`src/rtl/mem_ctrl_burst.sv`:
```
// rtl/mem_ctrl_burst.sv - single-port memory controller with command queue and incrementing read bursts
//
// Buffers commands in a small FIFO and executes them in order at one memory
// access per cycle: writes are a single beat, reads are bursts of blen+1
// beats at consecutive (wrapping) addresses. Read data comes back on
// rdata_sys with a one-cycle rvalid_sys strobe per beat.
//
// Ports
//   clk, reset                 system clock, synchronous active-high reset
//   cmd_valid_sys / ready_sys  command handshake (accept on valid && ready)
//   we_sys, addr_sys,
//   wdata_sys, blen_sys        command fields (blen = beats - 1, reads only)
//   rdata_sys, rvalid_sys      read return, no backpressure
//   idle_sys                   queue empty, nothing issuing, no read in flight
//   ce_mem, we_mem, addr_mem,
//   datai_mem                  registered memory core access
//   datao_mem                  memory read data, RD_LAT cycles after ce_mem

module mem_ctrl_burst #(
    parameter int ADDR_W     = 8,
    parameter int DATA_W     = 8,
    parameter int FIFO_DEPTH = 4,
    parameter int MAX_BURST  = 4,
    parameter int RD_LAT     = 1,
    localparam int BL_W      = $clog2(MAX_BURST)
) (
    input  logic              clk,
    input  logic              reset,
    input  logic              cmd_valid_sys,
    input  logic              we_sys,
    input  logic [ADDR_W-1:0] addr_sys,
    input  logic [DATA_W-1:0] wdata_sys,
    input  logic [BL_W-1:0]   blen_sys,
    output logic              ready_sys,
    output logic [DATA_W-1:0] rdata_sys,
    output logic              rvalid_sys,
    output logic              idle_sys,
    output logic              ce_mem,
    output logic              we_mem,
    output logic [ADDR_W-1:0] addr_mem,
    output logic [DATA_W-1:0] datai_mem,
    input  logic [DATA_W-1:0] datao_mem
);

    localparam int PTR_W = $clog2(FIFO_DEPTH);
    localparam int CNT_W = PTR_W + 1;
    localparam int BC_W  = BL_W + 1;

    typedef enum logic {
        IDLE   = 1'b0,
        ACCESS = 1'b1
    } state_t;

    // ------------------------------------------------------------------
    // Command FIFO
    // ------------------------------------------------------------------
    logic              fifo_we    [FIFO_DEPTH];
    logic [ADDR_W-1:0] fifo_addr  [FIFO_DEPTH];
    logic [DATA_W-1:0] fifo_wdata [FIFO_DEPTH];
    logic [BL_W-1:0]   fifo_blen  [FIFO_DEPTH];

    logic [PTR_W-1:0]  wr_ptr;
    logic [PTR_W-1:0]  rd_ptr;
    logic [CNT_W-1:0]  count;

    logic              full;
    logic              empty;
    logic              push;
    logic              pop;

    assign full      = (count == CNT_W'(FIFO_DEPTH));
    assign empty     = (count == '0);
    // Combinational so a full queue refuses the offer in the same cycle;
    // a pop on the following edge only reopens it one cycle later.
    assign ready_sys = !reset && !full;
    assign push      = cmd_valid_sys && ready_sys;

    always_ff @(posedge clk) begin
        if (reset) begin
            wr_ptr <= '0;
            rd_ptr <= '0;
            count  <= '0;
        end else begin
            if (push) begin
                wr_ptr <= wr_ptr + PTR_W'(1);
            end
            if (pop) begin
                rd_ptr <= rd_ptr + PTR_W'(1);
            end
            if (push && !pop) begin
                count <= count + CNT_W'(1);
            end else if (!push && pop) begin
                count <= count - CNT_W'(1);
            end
        end
    end

    // Payload storage carries no reset; only the pointers define validity.
    always_ff @(posedge clk) begin
        if (push) begin
            fifo_we[wr_ptr]    <= we_sys;
            fifo_addr[wr_ptr]  <= addr_sys;
            fifo_wdata[wr_ptr] <= wdata_sys;
            fifo_blen[wr_ptr]  <= blen_sys;
        end
    end

    // ------------------------------------------------------------------
    // Execution FSM
    // ------------------------------------------------------------------
    state_t            state;
    state_t            state_next;
    logic              beat;
    logic              last_beat;

    logic              cur_we;
    logic [ADDR_W-1:0] cur_addr;
    logic [DATA_W-1:0] cur_wdata;
    logic [BC_W-1:0]   beat_cnt;

    assign last_beat = (beat_cnt == BC_W'(1));

    always_ff @(posedge clk) begin
        if (reset) begin
            state <= IDLE;
        end else begin
            state <= state_next;
        end
    end

    always_comb begin
        state_next = state;
        case (state)
            IDLE: begin
                if (!empty) begin
                    state_next = ACCESS;
                end
            end
            ACCESS: begin
                // Stay in ACCESS when another command is queued so the next
                // command's first beat follows the last beat without a gap.
                if (last_beat && empty) begin
                    state_next = IDLE;
                end
            end
            default: state_next = IDLE;
        endcase
    end

    always_comb begin
        beat = 1'b0;
        pop  = 1'b0;
        case (state)
            IDLE: begin
                pop = !empty;
            end
            ACCESS: begin
                beat = 1'b1;
                pop  = last_beat && !empty;
            end
            default: begin
                beat = 1'b0;
                pop  = 1'b0;
            end
        endcase
    end

    // Active command registers. A pop on the last beat reloads them on the
    // same edge that registers that last beat onto the memory bus.
    always_ff @(posedge clk) begin
        if (reset) begin
            cur_we    <= 1'b0;
            cur_addr  <= '0;
            cur_wdata <= '0;
            beat_cnt  <= '0;
        end else if (pop) begin
            cur_we    <= fifo_we[rd_ptr];
            cur_addr  <= fifo_addr[rd_ptr];
            cur_wdata <= fifo_wdata[rd_ptr];
            if (fifo_we[rd_ptr]) begin
                beat_cnt <= BC_W'(1);
            end else begin
                beat_cnt <= {1'b0, fifo_blen[rd_ptr]} + BC_W'(1);
            end
        end else if (beat) begin
            cur_addr <= cur_addr + ADDR_W'(1);
            beat_cnt <= beat_cnt - BC_W'(1);
        end
    end

    // ------------------------------------------------------------------
    // Registered memory interface
    // ------------------------------------------------------------------
    always_ff @(posedge clk) begin
        if (reset) begin
            ce_mem    <= 1'b0;
            we_mem    <= 1'b0;
            addr_mem  <= '0;
            datai_mem <= '0;
        end else if (beat) begin
            ce_mem    <= 1'b1;
            we_mem    <= cur_we;
            addr_mem  <= cur_addr;
            datai_mem <= cur_we ? cur_wdata : '0;
        end else begin
            ce_mem <= 1'b0;
            we_mem <= 1'b0;
        end
    end

    // ------------------------------------------------------------------
    // Read return
    // ------------------------------------------------------------------
    // vld_sr[k] is set in cycle T+1+k for a read issued in cycle T, so
    // vld_sr[RD_LAT-1] marks the cycle datao_mem is valid and the top
    // stage is the rvalid_sys pulse itself.
    logic [RD_LAT:0]   vld_sr;
    logic              rd_issued;

    assign rd_issued  = ce_mem && !we_mem;
    assign rvalid_sys = vld_sr[RD_LAT];

    always_ff @(posedge clk) begin
        if (reset) begin
            vld_sr    <= '0;
            rdata_sys <= '0;
        end else begin
            vld_sr <= {vld_sr[RD_LAT-1:0], rd_issued};
            if (vld_sr[RD_LAT-1]) begin
                rdata_sys <= datao_mem;
            end
        end
    end

    // A read on the bus this cycle has not reached the shift register yet,
    // so ce_mem is included to keep idle low across that gap.
    assign idle_sys = empty && (state == IDLE) && !ce_mem && (vld_sr == '0);

endmodule

```
`config.mk`:
```
export PLATFORM = sky130hd
export DESIGN_NAME = mem_ctrl_burst
export DESIGN_NICKNAME = d
export VERILOG_FILES = /design/src/rtl/mem_ctrl_burst.sv
export SDC_FILE = /design/constraint.sdc
export NUM_CORES = 1
export LEC_CHECK = 0
export CORE_MARGIN = 2
export CORE_UTILIZATION = 55
export DETAILED_ROUTE_END_ITERATION = 6
export PLACE_DENSITY = 0.78
export SYNTH_ARGS = -nofsm -noshare
export SYNTH_HDL_FRONTEND = slang
export SYNTH_SLANG_ARGS = --single-unit
export TNS_END_PERCENT = 50
```
`constraint.sdc`:
```
create_clock -name clk -period 2.9 [get_ports clk]
set_input_delay 0.58 -clock clk [delete_from_list [all_inputs] [get_ports clk]]
set_output_delay 0.58 -clock clk [all_outputs]
set_load 0.02 [all_outputs]
```
# Word level (Yosys, flattened, before mapping)
# Memory sizes are Yosys's and may differ from the RTL's. A register that Yosys moved wholly into a read port is not among the register bits.
# Index checks and enable logic that the tools add are counted.
word_totals:
  regBits: 48
  ramBits: 76
  input_bits: 30
  out_inout_bits: 29
  word_cells: 72
  n_memories: 4
op_classes:
  add_sub_neg: 7
  n_eq_ne: 2
  muxes: 22
  bitwise_logic: 2
  reduce_logical: 22
mem_list:
  columns: ["memory", "words", "width", "rd", "rd_clocked_by_memory_dff", "write_ports", "line_no", "text"]
  rows:
  - ["fifo_addr", 4, 8, 1, 1, 1, "58", "logic [ADDR_W-1:0] fifo_addr [FIFO_DEPTH];"]
  - ["fifo_wdata", 4, 8, 1, 1, 1, "59", "logic [DATA_W-1:0] fifo_wdata [FIFO_DEPTH];"]
  - ["fifo_blen", 4, 2, 1, 1, 1, "60", "logic [BL_W-1:0] fifo_blen [FIFO_DEPTH];"]
  - ["fifo_we", 4, 1, 1, 1, 1, "57", "logic fifo_we [FIFO_DEPTH];"]
op_table:
  columns: ["operator", "n"]
  rows:
  - ["8-bit two-way mux", 3]
  - ["3-bit two-way mux", 5]
  - ["2-bit two-way mux", 6]
  - ["1-bit logical AND", 10]
  - ["8-bit by 1-bit adder with 8-bit output (second input constant)", 1]
  - ["1-bit zero test", 7]
  - ["1-bit two-way mux", 6]
  - ["3-bit by 1-bit subtractor with 3-bit output (second input constant)", 2]
  - ["2-bit by 1-bit adder with 2-bit output (second input constant)", 2]
  - ["1-bit one-hot mux with 2 select lines", 2]
  - ["2-bit nonzero test", 2]
  - ["2-bit by 1-bit adder with 3-bit output (second input constant)", 1]
  - ["3-bit by 1-bit adder with 3-bit output (second input constant)", 1]
  - ["3-bit by 1-bit equality test with 1-bit output (second input constant)", 1]
  - ["3-bit equality test (second input constant)", 1]
  - ["3-bit zero test", 1]
  - ["2-bit zero test", 1]
  - ["1-bit inverter", 2]
  - ["2-bit OR reduction", 1]

# Longest topological paths before layout
depth:
  word_depth: 8
  ltp_mapped: 12
  ltp_nobuf: 11

# Least setup slack after synthesis
# OpenSTA, ideal clock, no wires.
synth_path:
  kind: "input to register"
  startpoint: "in reset"
  endpoint: "reg count[2]"
  arrival_time_ns: 2.287
  t_required_ns: 2.830
  path_slack_ns: 0.543
  path_stages: 8
  n_path_buf: 1
  path_cell_list: "clkbuf_1 a211oi_4 ha_1 inv_1 fa_1 xor2_1 or3_1 a21oi_1"
synth_via:
  elab_chain_len: 6
  elab_cells_between_ends: 8
synth_rtl:
  columns: ["element", "line_no", "text"]
  rows:
  - ["start, declared", "28", "input logic reset,"]
  - ["1-bit zero test *", "75", "assign ready_sys = !reset && !full;"]
  - ["1-bit logical AND *", "75", null]
  - ["1-bit logical AND *", "76", "assign push = cmd_valid_sys && ready_sys;"]
  - ["named net push", "68", "logic push;"]
  - ["1-bit zero test", "92", "end else if (!push && pop) begin"]
  - ["1-bit logical AND", "92", null]
  - ["2-bit nonzero test (no source line)", null, null]
  - ["end signal, assigned", "91", "count <= count + CNT_W'(1);"]
  - ["end signal, assigned", "93", "count <= count - CNT_W'(1);"]
  - ["end, declared", "64", "logic [CNT_W-1:0] count;"]
# Mark *: on every way through the listed nets, which the timed path passes. The rest lies on a longest branch.
# A chain may end at the register's enable or synchronous reset.

# Final worst setup path
layout_path:
  startpoint: "reg count[2]"
  endpoint: "out idle_sys"
layout_via:
  elab_chain_len: 4
layout_rtl:
  columns: ["element", "line_no", "text"]
  rows:
  - ["3-bit zero test", "72", "assign empty = (count == '0);"]
  - ["1-bit logical AND (3 in series)", "237", "assign idle_sys = empty && (state == IDLE) && !ce_mem && (vld_sr == '0);"]
  - ["end, declared", "37", "output logic idle_sys,"]
# Every way passes these cells.

==> run_results.csv <==
group,metric,value,unit
timing,fin_crit_sh,0.956,
worst_setup_path,endpoint_kind,"output port",
timing,finalSetupViolCount,0,
global_routing,grt-ovfl-total,0,
outcome,outcome,"finished clean",
drt,ant_nets,0,
timing,hold_viol,0,
global_routing,grt_pass1_wl,15200,um
timing,fmax,361,MHz
floorplan,dieArea,10300,sq um
clock_network,cts_tree,"yes",
clock_network,cts-root-buf,"clkbuf_8",
floorplan,num_rows,35,
clock_network,clockBufferDepth,2,
finish,area.growth.synth_to_final,25.2,%
synthesis,synthDistinctLibCells,52,
drt,drt-initial-drc-count,122,
finish,fin_cells,586,
drt,drt-pass1-iter-count,5,
clock_network,clk_pin_slew,0.06,ns
floorplan,initial_utilization,0.567,
placement,port_buffers,58,
synthesis,synth_ff_type,"edfxtp_1",
power_and_ir_drop,p_leak,2.27,nW
placement,hpwl,6030,um
drt,routed_wl,9400,um
timing,worst_pin_slew,0.682,ns
synthesis,postSynthCellCount,375,
worst_setup_path,worstRegToRegCells,11,
worst_setup_path,reg2reg_from,"beat_cnt[1]$_SDFFE_PP0P_",
clock_network,clk-insertion-delay-late,0.52,ns
clock_network,post_cts_resized,0,
global_routing,grt_pass1_vias,3091,
clock_network,post_cts_buffers,0,
synthesis,synth.top_cell.area_share,0.436,
synthesis,synth-async-reset-ratio,0,
run,maxCapViolations,0,
worst_setup_path,cp.required,2.32,ns
finish,finalNetCount,484,
floorplan,dieHeight,102,um
clock_network,htreeDepth,4,
synthesis,synth_warnings,0,
global_routing,grt_max_degree,55,
drt,vias_per_cell,5.41,
synthesis,synth_edf_count,76,
worst_hold_path,min_to,"vld_sr[0]$_SDFF_PP0_",
timing,fin_crit,2.77,ns
placement,place_inst,554,
timing,rsz0062_at_grt,"no",
worst_setup_path,rrSetupSlack,0.49,ns
clock_network,cts_sinks,134,
worst_setup_path,worstSetupPathType,"reg2out",
drt,vias,3171,
timing,hold_slack,0.411,ns
floorplan,coreArea,9240,sq um
worst_setup_path,arrival,2.19,ns
floorplan,ios,59,
synthesis,ys_top_cells_by_count,"edfxtp_1 (76), dfxtp_1 (58), nor2_1 (35)",
placement,place_congestion,0.778,
worst_hold_path,hp-start,"we_mem$_SDFF_PP0_",
clock_network,cts_hold_repair.buffers,0,
worst_setup_path,r2r-end,"count[2]$_SDFFE_PP0P_",
floorplan,die_w,102,um
power_and_ir_drop,total_power,6.08,mW
worst_hold_path,hold_depth,1,
finish,drive_gt1_frac,0.155,
synthesis,ys_seq_elements,134,
drt,drc,0,
timing,slew_headroom,0.545,
clock_network,cts_inserted_buffers,17,
synthesis,synth_area_per_cell,14.0,sq um
synthesis,syn_area,5240,sq um
power_and_ir_drop,max-vdd-ir-drop,0.000558,V
synthesis,yosysTopAreaCell,"edfxtp_1",
power_and_ir_drop,power.density,927,nW/um^2
worst_hold_path,worstHoldPathType,"reg2reg",
timing,final_max_slew_viol_count,0,
global_routing,grt_usage,0.196,
worst_setup_path,critPathMaxFanout,6,
synthesis,synth_seq_area_share,0.658,
finish,antenna_cells,0,
timing,fin_tns_setup,0,ns
drt,wire_per_inst,16.0,um
timing,fin_skew,0.0111,ns
synthesis,ys_top_cells_by_area,"edfxtp_1 (44%), dfxtp_1 (22%), mux4_2 (7.7%)",
synthesis,synth.most_common_cell,"edfxtp_1",
worst_setup_path,start_kind,"flop",
synthesis,syn-num-nets,415,
global_routing,antenna_found_initial,0,
==> cell type report <==
type / instances / area, sq um
well taps: 129 / 161
inverters: 10 / 42.5
flip-flops and latches: 134 / 3440
clock inverters: 8 / 82.6
fillers: 597 / 2680
repair buffers: 68 / 651
clock buffers: 24 / 512
multi-input cells: 213 / 1660
==> cells by family after synthesis <==
family / count (synthesis) / synth area share
AND/OR/NAND/NOR: 105 / 0.0977
buffers and inverters: 28 / 0.0246
multiplexers: 37 / 0.114
XOR/XNOR: 4 / 0.00669
flip-flops: 134 / 0.658
adder cells (fa/ha/maj): 10 / 0.0253
AO/OA/AOI/OAI: 57 / 0.0741
==> routing by layer <==
layer  track usage  vias to the layer above  share of wire
met5             0                        -              0
met4         0.101                        0          0.017
met3        0.0621                       15          0.055
met2         0.300                       99           0.48
met1         0.254                     1521           0.45
li1              -                     1536              -
==> placed cells by master (no fill, tap or decap), types with 10 or more instances in the layout <==
| cell | n |
|---|---|
| edfxtp_1 | 76 |
| dfxtp_1 | 58 |
| clkdlybuf4s50_1 | 57 |
| nor2_1 | 35 |
| a21oi_1 | 28 |
| nand2_1 | 28 |
| mux4_2 | 18 |
| mux2i_1 | 18 |
| clkbuf_16 | 17 |
| nor2b_1 | 10 |
| buf_4 | 10 |
==> flip-flops by register name, summed over array words and instances, names as in the netlist, named ones only <==
name        count
beat_cnt        3
fifo_blen       8
fifo_wdata     32
count           3
cur_wdata       8
rdata_sys       8
ce_mem          1
we_mem          1
fifo_we         4
fifo_addr      32
cur_we          1
wr_ptr          2
addr_mem        8
rd_ptr          2
vld_sr          2
state           1
datai_mem       8
cur_addr        8
==> critical path, stage by stage (launching register included) <==
cell	delay, ns
dfxtp_1	0.39
nor3_4	0.22
nand2b_1	0.17
nor4_1	0.24
clkdlybuf4s50_1	0.67
==> how the worst max path moves through the flow <==
| stage | slack (ns) | from | to |
|---|---|---|---|
| final | 0.13 | count[2]$_SDFFE_PP0P_ | idle_sys |
| after global routing | 0.004 | count[2]$_SDFFE_PP0P_ | idle_sys |
| after CTS | 0.07 | count[2]$_SDFFE_PP0P_ | idle_sys |
| after detailed placement | 0.21 | cmd_valid_sys | count[2]$_SDFFE_PP0P_ |
| after global placement | 0.31 | cmd_valid_sys | count[2]$_SDFFE_PP0P_ |
| after floorplan | 0.54 | reset | count[2]$_SDFFE_PP0P_ |
==> where the power goes <==
part           switching, mW  internal, mW  leakage (nW)  total [mW]
registers              0.270          2.27          1.16        2.54
logic                  0.780         0.682         0.808        1.46
clock network          0.766          1.31         0.294        2.08
total                   1.82          4.26          2.27        6.08
==> metrics by stage <==
stage	setup slack (ns)	instance area (sq um)	util
finish	0.128	6560	0.710
global route	0.00406	6560	0.710
CTS	0.0740	6560	0.710
detailed placement	0.212	5960	0.645
global placement	0.306	5960	0.645
floorplan	0.543	5240	-
(Power assumes the default switching activity.)
